## src/rtl/mem_access_unit_pkg.sv

```systemverilog
// rtl/mem_access_unit_pkg.sv - shared store/load encodings, FSM states and alignment helper
package mem_access_unit_pkg;

    localparam int unsigned WAIT_CNT_W = 16;

    typedef enum logic [1:0] {
        ST_NONE = 2'd0,
        ST_SB   = 2'd1,
        ST_SH   = 2'd2,
        ST_SW   = 2'd3
    } store_type_e;

    typedef enum logic [2:0] {
        LT_NOREGWRITE = 3'd0,
        LT_LB         = 3'd1,
        LT_LH         = 3'd2,
        LT_LW         = 3'd3,
        LT_LBU        = 3'd4,
        LT_LHU        = 3'd5
    } load_type_e;

    typedef enum logic {
        S_IDLE = 1'b0,
        S_BUSY = 1'b1
    } state_e;

    // Halfwords need an even address, words a 4-byte aligned address.
    function automatic logic is_misaligned(input logic       is_store,
                                           input logic [1:0] st,
                                           input logic [2:0] lt,
                                           input logic [1:0] byte_off);
        logic mis;
        mis = 1'b0;
        if (is_store) begin
            if (st == ST_SH) mis = byte_off[0];
            else if (st == ST_SW) mis = (byte_off != 2'b00);
        end else begin
            if (lt == LT_LH || lt == LT_LHU) mis = byte_off[0];
            else if (lt == LT_LW) mis = (byte_off != 2'b00);
        end
        return mis;
    endfunction

endpackage

```

## src/rtl/mem_access_unit_store_align.sv

```systemverilog
// rtl/mem_access_unit_store_align.sv - store byte enables and lane replication
module store_align
    import mem_access_unit_pkg::*;
(
    input  logic [1:0]  store_type,
    input  logic [1:0]  byte_off,
    input  logic [31:0] wdata,
    output logic [3:0]  we,
    output logic [31:0] store_data
);

    // Replicate the store operand across all lanes so the enabled lane always carries it.
    always_comb begin
        we         = 4'b0000;
        store_data = 32'd0;
        case (store_type)
            ST_SB: begin
                we         = 4'b0001 << byte_off;
                store_data = {4{wdata[7:0]}};
            end
            ST_SH: begin
                we         = 4'b0011 << {byte_off[1], 1'b0};
                store_data = {2{wdata[15:0]}};
            end
            ST_SW: begin
                we         = 4'b1111;
                store_data = wdata;
            end
            ST_NONE: begin
                we         = 4'b0000;
                store_data = 32'd0;
            end
        endcase
    end

endmodule

```

## src/rtl/mem_access_unit.sv

```systemverilog
// rtl/mem_access_unit.sv - MEM-stage load/store sequencer with timeout and WB payload
module mem_access_unit
    import mem_access_unit_pkg::*;
#(
    parameter int TIMEOUT = 64
) (
    input  logic        clk,
    input  logic        rst,
    input  logic        valid,
    input  logic [31:0] addr,
    input  logic [31:0] wdata,
    input  logic [1:0]  store_type,
    input  logic [2:0]  load_type,
    input  logic        mem_rd,
    output logic        stall,
    output logic        mem_req,
    output logic [29:0] mem_addr,
    output logic [3:0]  mem_we,
    output logic [31:0] mem_wdata,
    input  logic        mem_ack,
    input  logic [31:0] mem_rdata,
    output logic [31:0] wb_word,
    output logic [1:0]  wb_byte_sel,
    output logic [2:0]  wb_reg_write,
    output logic        wb_valid,
    output logic        misalign,
    output logic        bus_err
);

    localparam logic [WAIT_CNT_W-1:0] TIMEOUT_LAST = WAIT_CNT_W'(TIMEOUT - 1);

    state_e                  state;
    state_e                  state_next;
    logic [WAIT_CNT_W-1:0]   wait_cnt;

    logic                    is_store;
    logic                    is_load;
    logic                    mis;
    logic                    access_go;
    logic                    ack_ok;
    logic                    timeout;
    logic [3:0]              sa_we;
    logic [31:0]             sa_data;

    // A store takes precedence when both the load flag and a store type are present.
    assign is_store  = valid && (store_type != ST_NONE);
    assign is_load   = valid && mem_rd && (store_type == ST_NONE);
    assign mis       = (is_store || is_load) && is_misaligned(is_store, store_type, load_type, addr[1:0]);
    assign access_go = (is_store || is_load) && !mis;
    assign ack_ok    = (state == S_BUSY) && mem_req && mem_ack;
    assign timeout   = (state == S_BUSY) && !mem_ack && (wait_cnt == TIMEOUT_LAST);

    store_align u_store_align (
        .store_type (store_type),
        .byte_off   (addr[1:0]),
        .wdata      (wdata),
        .we         (sa_we),
        .store_data (sa_data)
    );

    // Next state and the combinational pipeline freeze.
    always_comb begin
        state_next = state;
        stall      = 1'b0;
        case (state)
            S_IDLE: if (access_go) state_next = S_BUSY;
            S_BUSY: if (ack_ok || timeout) state_next = S_IDLE;
        endcase
        if (!rst && access_go && !(ack_ok || timeout)) stall = 1'b1;
    end

    // State register and wait counter; the counter restarts whenever the FSM is idle.
    always_ff @(posedge clk) begin
        if (rst) begin
            state    <= S_IDLE;
            wait_cnt <= '0;
        end else begin
            state <= state_next;
            if (state == S_IDLE) wait_cnt <= '0;
            else if (!mem_ack) wait_cnt <= wait_cnt + 1'b1;
        end
    end

    // Memory request: launched from idle, held until ack or abandon.
    always_ff @(posedge clk) begin
        if (rst) begin
            mem_req   <= 1'b0;
            mem_addr  <= '0;
            mem_we    <= '0;
            mem_wdata <= '0;
        end else if (state == S_IDLE && access_go) begin
            mem_req   <= 1'b1;
            mem_addr  <= addr[31:2];
            mem_we    <= sa_we;
            mem_wdata <= sa_data;
        end else if (ack_ok || timeout) begin
            mem_req   <= 1'b0;
        end
    end

    // WB payload advances only on unstalled edges so each instruction appears once.
    always_ff @(posedge clk) begin
        if (rst) begin
            wb_word      <= '0;
            wb_byte_sel  <= '0;
            wb_reg_write <= '0;
            wb_valid     <= 1'b0;
            misalign     <= 1'b0;
            bus_err      <= 1'b0;
        end else if (!stall) begin
            wb_word      <= (ack_ok && is_load) ? mem_rdata : 32'd0;
            wb_byte_sel  <= addr[1:0];
            wb_reg_write <= ((store_type != ST_NONE) || mis || timeout) ? 3'd0 : load_type;
            wb_valid     <= valid;
            misalign     <= mis;
            bus_err      <= timeout;
        end else begin
            wb_reg_write <= '0;
            wb_valid     <= 1'b0;
            misalign     <= 1'b0;
            bus_err      <= 1'b0;
        end
    end

endmodule

```

## config.mk

```make
export PLATFORM = sky130hd
export DESIGN_NAME = mem_access_unit
export DESIGN_NICKNAME = d
export VERILOG_FILES = /design/src/rtl/mem_access_unit_pkg.sv /design/src/rtl/mem_access_unit_store_align.sv /design/src/rtl/mem_access_unit.sv
export SDC_FILE = /design/constraint.sdc
export NUM_CORES = 1
export LEC_CHECK = 0
export CORE_MARGIN = 5
export CORE_UTILIZATION = 40
export CTS_BUF_LIST = sky130_fd_sc_hd__clkbuf_4 sky130_fd_sc_hd__clkbuf_8 sky130_fd_sc_hd__clkbuf_16
export DETAILED_ROUTE_END_ITERATION = 8
export GPL_TIMING_DRIVEN = 0
export HOLD_SLACK_MARGIN = 0.02
export PLACE_DENSITY = 0.77
export SLEW_MARGIN = 30
export SYNTH_ARGS = -nofsm -noshare
export SYNTH_HDL_FRONTEND = slang
export SYNTH_SLANG_ARGS = --single-unit
```

## constraint.sdc

```tcl
create_clock -name clk -period 3.1 [get_ports clk]
set_input_delay 0.31 -clock clk [delete_from_list [all_inputs] [get_ports clk]]
set_output_delay 0.31 -clock clk [all_outputs]
set_load 0.02 [all_outputs]
```

; ---- Yosys cells after proc, flatten, opt, wreduce, memory -nomap -nowiden
; Cells that the tools add are included.
; Widths: inputs -> output; s select.
[classes]
add_sub_neg = 1
bitwise_logic = 1
n_shift = 2
eq_ne = 7
reduce_logical = 29
muxes = 14
[ops]
columns = op, count
row1 = $pmux 32 s4, 1
row2 = $mux 32, 1
row3 = $add 16x1->16 const B, 1
row4 = $eq 16x6->1 const B, 1
row5 = $pmux 4 s4, 1
row6 = $logic_and 1x1->1, 13
row7 = $mux 1, 10
row8 = $eq 3x2->1 const B, 2
row9 = $reduce_bool 2->1, 3
row10 = $logic_or 1x1->1, 5
row11 = $eq 2x2->1 const B, 2
row12 = $logic_not 1->1, 4
row13 = $reduce_or 2->1, 2
row14 = $shl 1x2->4 const A, 1
row15 = $shl 2x2->4 const A, 1
row16 = $eq 3x3->1 const B, 1
row17 = $reduce_or 3->1, 1
row18 = $eq 2x1->1 const B, 1
row19 = $logic_not 2->1, 1
row20 = $pmux 1 s2, 1
row21 = $not 1->1, 1
[word_totals]
input_bits = 106
reg_bits = 124

; ---- Depth between registers and ports, before layout
[logic_depth]
ltp_word = 11
depth_mapped = 7
ltp_nobuf = 6

; ---- Hierarchy
; From an unflattened synthesis, not the netlist that was laid out.
[hier_totals]
cells_unflattened = 603
area_unflattened_um2 = 5240.0
[modules_own_cells]
columns = mod, cells_each, instances, area_each_um2, seq_area_each_um2
row1 = mem_access_unit, 513, 1, 4645.7, 2482.4
row2 = store_align, 90, 1, 594.3, 0.0

; ---- Worst setup path after synthesis
; Ideal clock, no wire load.
[synth_timing]
path_type = input -> output
from = in load_type[0]
to = out stall
cell_stages = 5
slack_ns = 1.241
t_arrival_ns = 1.549
path_buffers = 1
path_cell_list = and3b_1 -> o211a_1 -> or3_1 -> nor2_4 -> buf_6
[synth_via]
elab_chain_len = 10
[synth_rtl]
columns = element, line_no
row1 = start: declaration, mem_access_unit.sv:13  ; input logic [2:0] load_type,
row2 = "$eq 3x2->1, or another cell as far along", mem_access_unit_pkg.sv:39  ; else if (lt == LT_LW) mis = (byte_off != 2'b00);
row3 = $mux 1 or $logic_or 1x1->1 (tied branches), "mem_access_unit_pkg.sv:39, mem_access_unit_pkg.sv:38"
row4 = $mux 1 (*), mem_access_unit_pkg.sv:38  ; if (lt == LT_LH || lt == LT_LHU) mis = byte_off[0];
row5 = $mux 1 (*), mem_access_unit_pkg.sv:34  ; if (is_store) begin
row6 = $logic_and 1x1->1 (*), mem_access_unit.sv:48  ; assign mis = (is_store || is_load) && is_misaligned(is_store, store_type, load_type, addr[1:0]);
row7 = $logic_not 1->1 (*), mem_access_unit.sv:49  ; assign access_go = (is_store || is_load) && !mis;
row8 = $logic_and 1x1->1 (*), mem_access_unit.sv:49
row9 = $logic_and 1x1->1 (*) (2 in series), mem_access_unit.sv:69  ; if (!rst && access_go && !(ack_ok || timeout)) stall = 1'b1;
row10 = $mux 1 (*), mem_access_unit.sv:69
row11 = end: declaration, mem_access_unit.sv:15  ; output logic stall,
; Mark *: on every way between the ends. The rest lies on a longest branch, timed or not.

; ---- Final worst setup path
[layout_timing]
from = in load_type[1]
to = out stall
; The elaborated chain is that of the path after synthesis.

==> summary.md <==
| Metric | Value |
|---|---|
| Mapped cell area | 0.00488 sq mm |
| Final Max Tran Viols | 0 |
| Setup Skew | 0.0125 ns |
| Worst hold margin | 0.476 ns |
| Final core utilization | 64.9% |
| Final Non-Filler Cells | 880 |
| F_max | 338 MHz |
| Sequential Power Share | 39.5% |
| Syn Area/Cell | 10.0 sq um |
| Yosys warns | 0 |
| Asr flop ratio synth | 0% |
| Number of global-route vias before repair | 4758 |
| Die X-Extent | 120 microns |
| Clock root buffer | clkbuf_16 |
| Worst Path Required | 2.79 ns |
| Critical path fanouts, max | 10 |
| Sw Pwr | 0.00106 W |
| Critical setup path kind | in2out |
| Clock Latency Late Sink | 0.42 ns |
| Cell Int Power | 0.00329 W |
| CP Launch Type | input pin |
| Worst-Margin Slew | 0.620 ns |
| WL per Instance | 17.7 microns |
| Post-CTS Hold Fix Bufs | 0 |
| GRT Util Overall | 21.2% |
| Die Y | 120 microns |
| Min-Delay Path Class | reg2reg |
| Fraction of layout cells with a size suffix above 1 | 9.14% |
| Seq cells post-synth | 124 |
| Port Buffers | 213 |
| Period utilization | 95.4% |
| Post-synthesis sequential area ratio | 50.8% |
| Final setup margin | 0.142 ns |
| Gpl congestion | 0.835 |
| RSZ-0062 raised after global routing | no |
| VDD IR-drop max | 0.356 mV |
| Post-Place Setup Slack | -0.0511 ns |
| Placed cell count | 847 |
| Via Count | 4647 |
| Ports | 214 |
| Sw frac | 24.4% |
| CTS Buffer Depth | 2 |
| Area growth, synth to finish | 59.6% |
| Clock buffer count from CTS | 17 |
| Largest net degree at the start of global routing | 17 |
| Total gr overflow | 0 |
| Largest area contributor in the netlist | dfxtp_1 |
| Worst Path Arrival | 2.65 ns |
| CTS resizes | 0 |
| Status | finished clean |
| Clock share of power | 44.3% |
| CTS tree | built |
| Largest cells by area after synthesis | dfxtp_1 (51%), mux2i_1 (6.4%), nor2_1 (5.9%) |
| First-pass GRT wire length | 24.5 mm |
| Post-synth EDFFs | 0 |
| Core area | 0.0120 sq mm |
| Final Power | 0.00435 W |
| Antenna violations before repair | 0 |
| Logic pwr share | 16.2% |
| # DRC | 0 |
| Pwr Density | 558 mW/mm^2 |
| Crit path time final | 2.96 ns |
| Setup Viol. Count Final | 0 |
| Yosys top cell area share | 50.8% |
| DR pass1 iterations | 4 |
| Final ANT Viol Nets | 0 |
| Initial core utilization | 40.6% |
| Iteration-0 DRC count of the detailed router | 448 |
| HPWL Detailed | 11.7 mm |
| CTS HTree Levels | 4 |
| Via-to-Cell Ratio | 5.28 |
| Most used DFF post-synth | dfxtp_1 |
| CTS sink cnt | 124 |
| Fillers | 948 |
| Cell row count | 40 |
| Fin. Hold Viols | 0 |
| Max-Cap Viols | 0 |
| Synth unique cells | 45 |
| Die Area | 0.0145 sq mm |
| Post CTS Setup Buffer Count | 1 |
| Routed WL | 15.6 mm |
| Max-slew headroom | 58.6% |
| Clock slew at reported path FFs | 0.05 ns |
| Count of nets after finishing | 827 |
| Syn Nets | 594 |
| Leak | 2.89 nW |
| Crit. End Element | output port |
| Ant diodes | 0 |
| Cells after Synth | 487 |
## power groups by stage
stage | logic, W | registers [W] | clock network (W)
after floorplan | 0.000247 | 0.00183 | 0
after global placement | 0.000685 | 0.00175 | 0
after detailed placement | 0.000700 | 0.00175 | 0
after CTS | 0.000708 | 0.00172 | 0.00195
after global routing | 0.000752 | 0.00172 | 0.00203
final | 0.000705 | 0.00172 | 0.00193
## worst max-delay path: stages
cell and delay [ns]:
clkdlybuf4s50_1 0.52, and3b_1 0.20, o211a_1 0.26, or3_1 0.43, nor2_4 0.15, buf_6 0.16
clkdlybuf4s50_1 0.61
## final timing paths
kind                          to           start  slack (ns)  cells after the start
setup / recovery           stall    load_type[1]        0.14                      7
hold / removal    wb_byte_sel[0]  wb_byte_sel[0]        0.48                      2
setup reg to reg      wb_word[5]     wait_cnt[6]        1.02                      7
hold reg to reg   wb_byte_sel[0]  wb_byte_sel[0]        0.48                      2
## cells by family (layout without fill, tap and decap cells)
group / Yosys count / in the layout / share of synthesized area (%)
mux: 47 / 47 / 10.0
xor+xnor: 11 / 11 / 1.97
simple gates: 151 / 151 / 15.3
compound gates: 116 / 116 / 17.6
fa+ha+maj: 1 / 1 / 0.256
buf+inv: 37 / 283 / 4.02
flops: 124 / 124 / 50.8
## layout by cell type (no fill, tap or decap), drive strengths merged, types with 2 or more instances in the layout
cell / netlist / layout
o21ai: 17 / 17
a22oi: 24 / 24
a31oi: 2 / 2
inv: 2 / 2
or3: 5 / 5
a311oi: 4 / 4
nor4b: 3 / 3
nor2b: 8 / 8
dfxtp: 124 / 124
nand3: 18 / 18
a22o: 32 / 32
clkbuf: 20 / 46
nand2: 8 / 8
nor3: 3 / 3
and2: 4 / 4
a211oi: 24 / 24
nand2b: 11 / 11
clkdlybuf4s50: 0 / 213
nor4: 3 / 3
nor2: 79 / 79
a21oi: 7 / 7
mux2i: 31 / 31
xnor2: 4 / 4
mux2: 16 / 16
xor2: 7 / 7
clkinv: 0 / 4
buf: 15 / 16
nand4: 3 / 3
## layout make-up
type,instances,area [sq um],area share [%]
clock inverter,6,57.6,0.738
timing repair buffer,214,2140,27.5
multi-input combinational,326,2200,28.3
inverter,2,7.51,0.0963
tap,147,184,2.36
buffer,35,189,2.42
clock buffer,26,531,6.81
sequential,124,2480,31.9
## per-stage QoR
step / setup TNS (ns) / area, sq um
after floorplan: 0 / 4880
after global placement: -0.0386 / 7200
after detailed placement: -0.0511 / 7200
after CTS: 0 / 7790
after global routing: 0 / 7790
final: 0 / 7790
## sequential cells by signal, indices dropped and copies added (netlist names), 2 cells and up
register,flops
wb_reg_write,3
wb_byte_sel,2
mem_we,4
wb_word,32
mem_addr,30
mem_wdata,32
wait_cnt,16
## Yosys cell counts (all sizes together) (2+ instances only)
library cell  number
dfxtp            124
nor2              79
a22o              32
mux2i             31
a211oi            24
a22oi             24
clkbuf            20
nand3             18
o21ai             17
mux2              16
buf               15
nand2b            11
nand2              8
nor2b              8
a21oi              7
xor2               7
or3                5
a311oi             4
and2               4
xnor2              4
nand4              3
nor3               3
nor4               3
nor4b              3
a31oi              2
inv                2
## layer usage
metal / GRT usage, % / vias to the layer above / wire, microns
li1: - / 2233 / -
met4: 7.44 / 0 / 245
met5: 0 / - / 0
met3: 8.75 / 18 / 1690
met1: 24.3 / 2173 / 6150
met2: 35.5 / 223 / 7500
(Power assumes the default switching activity.)
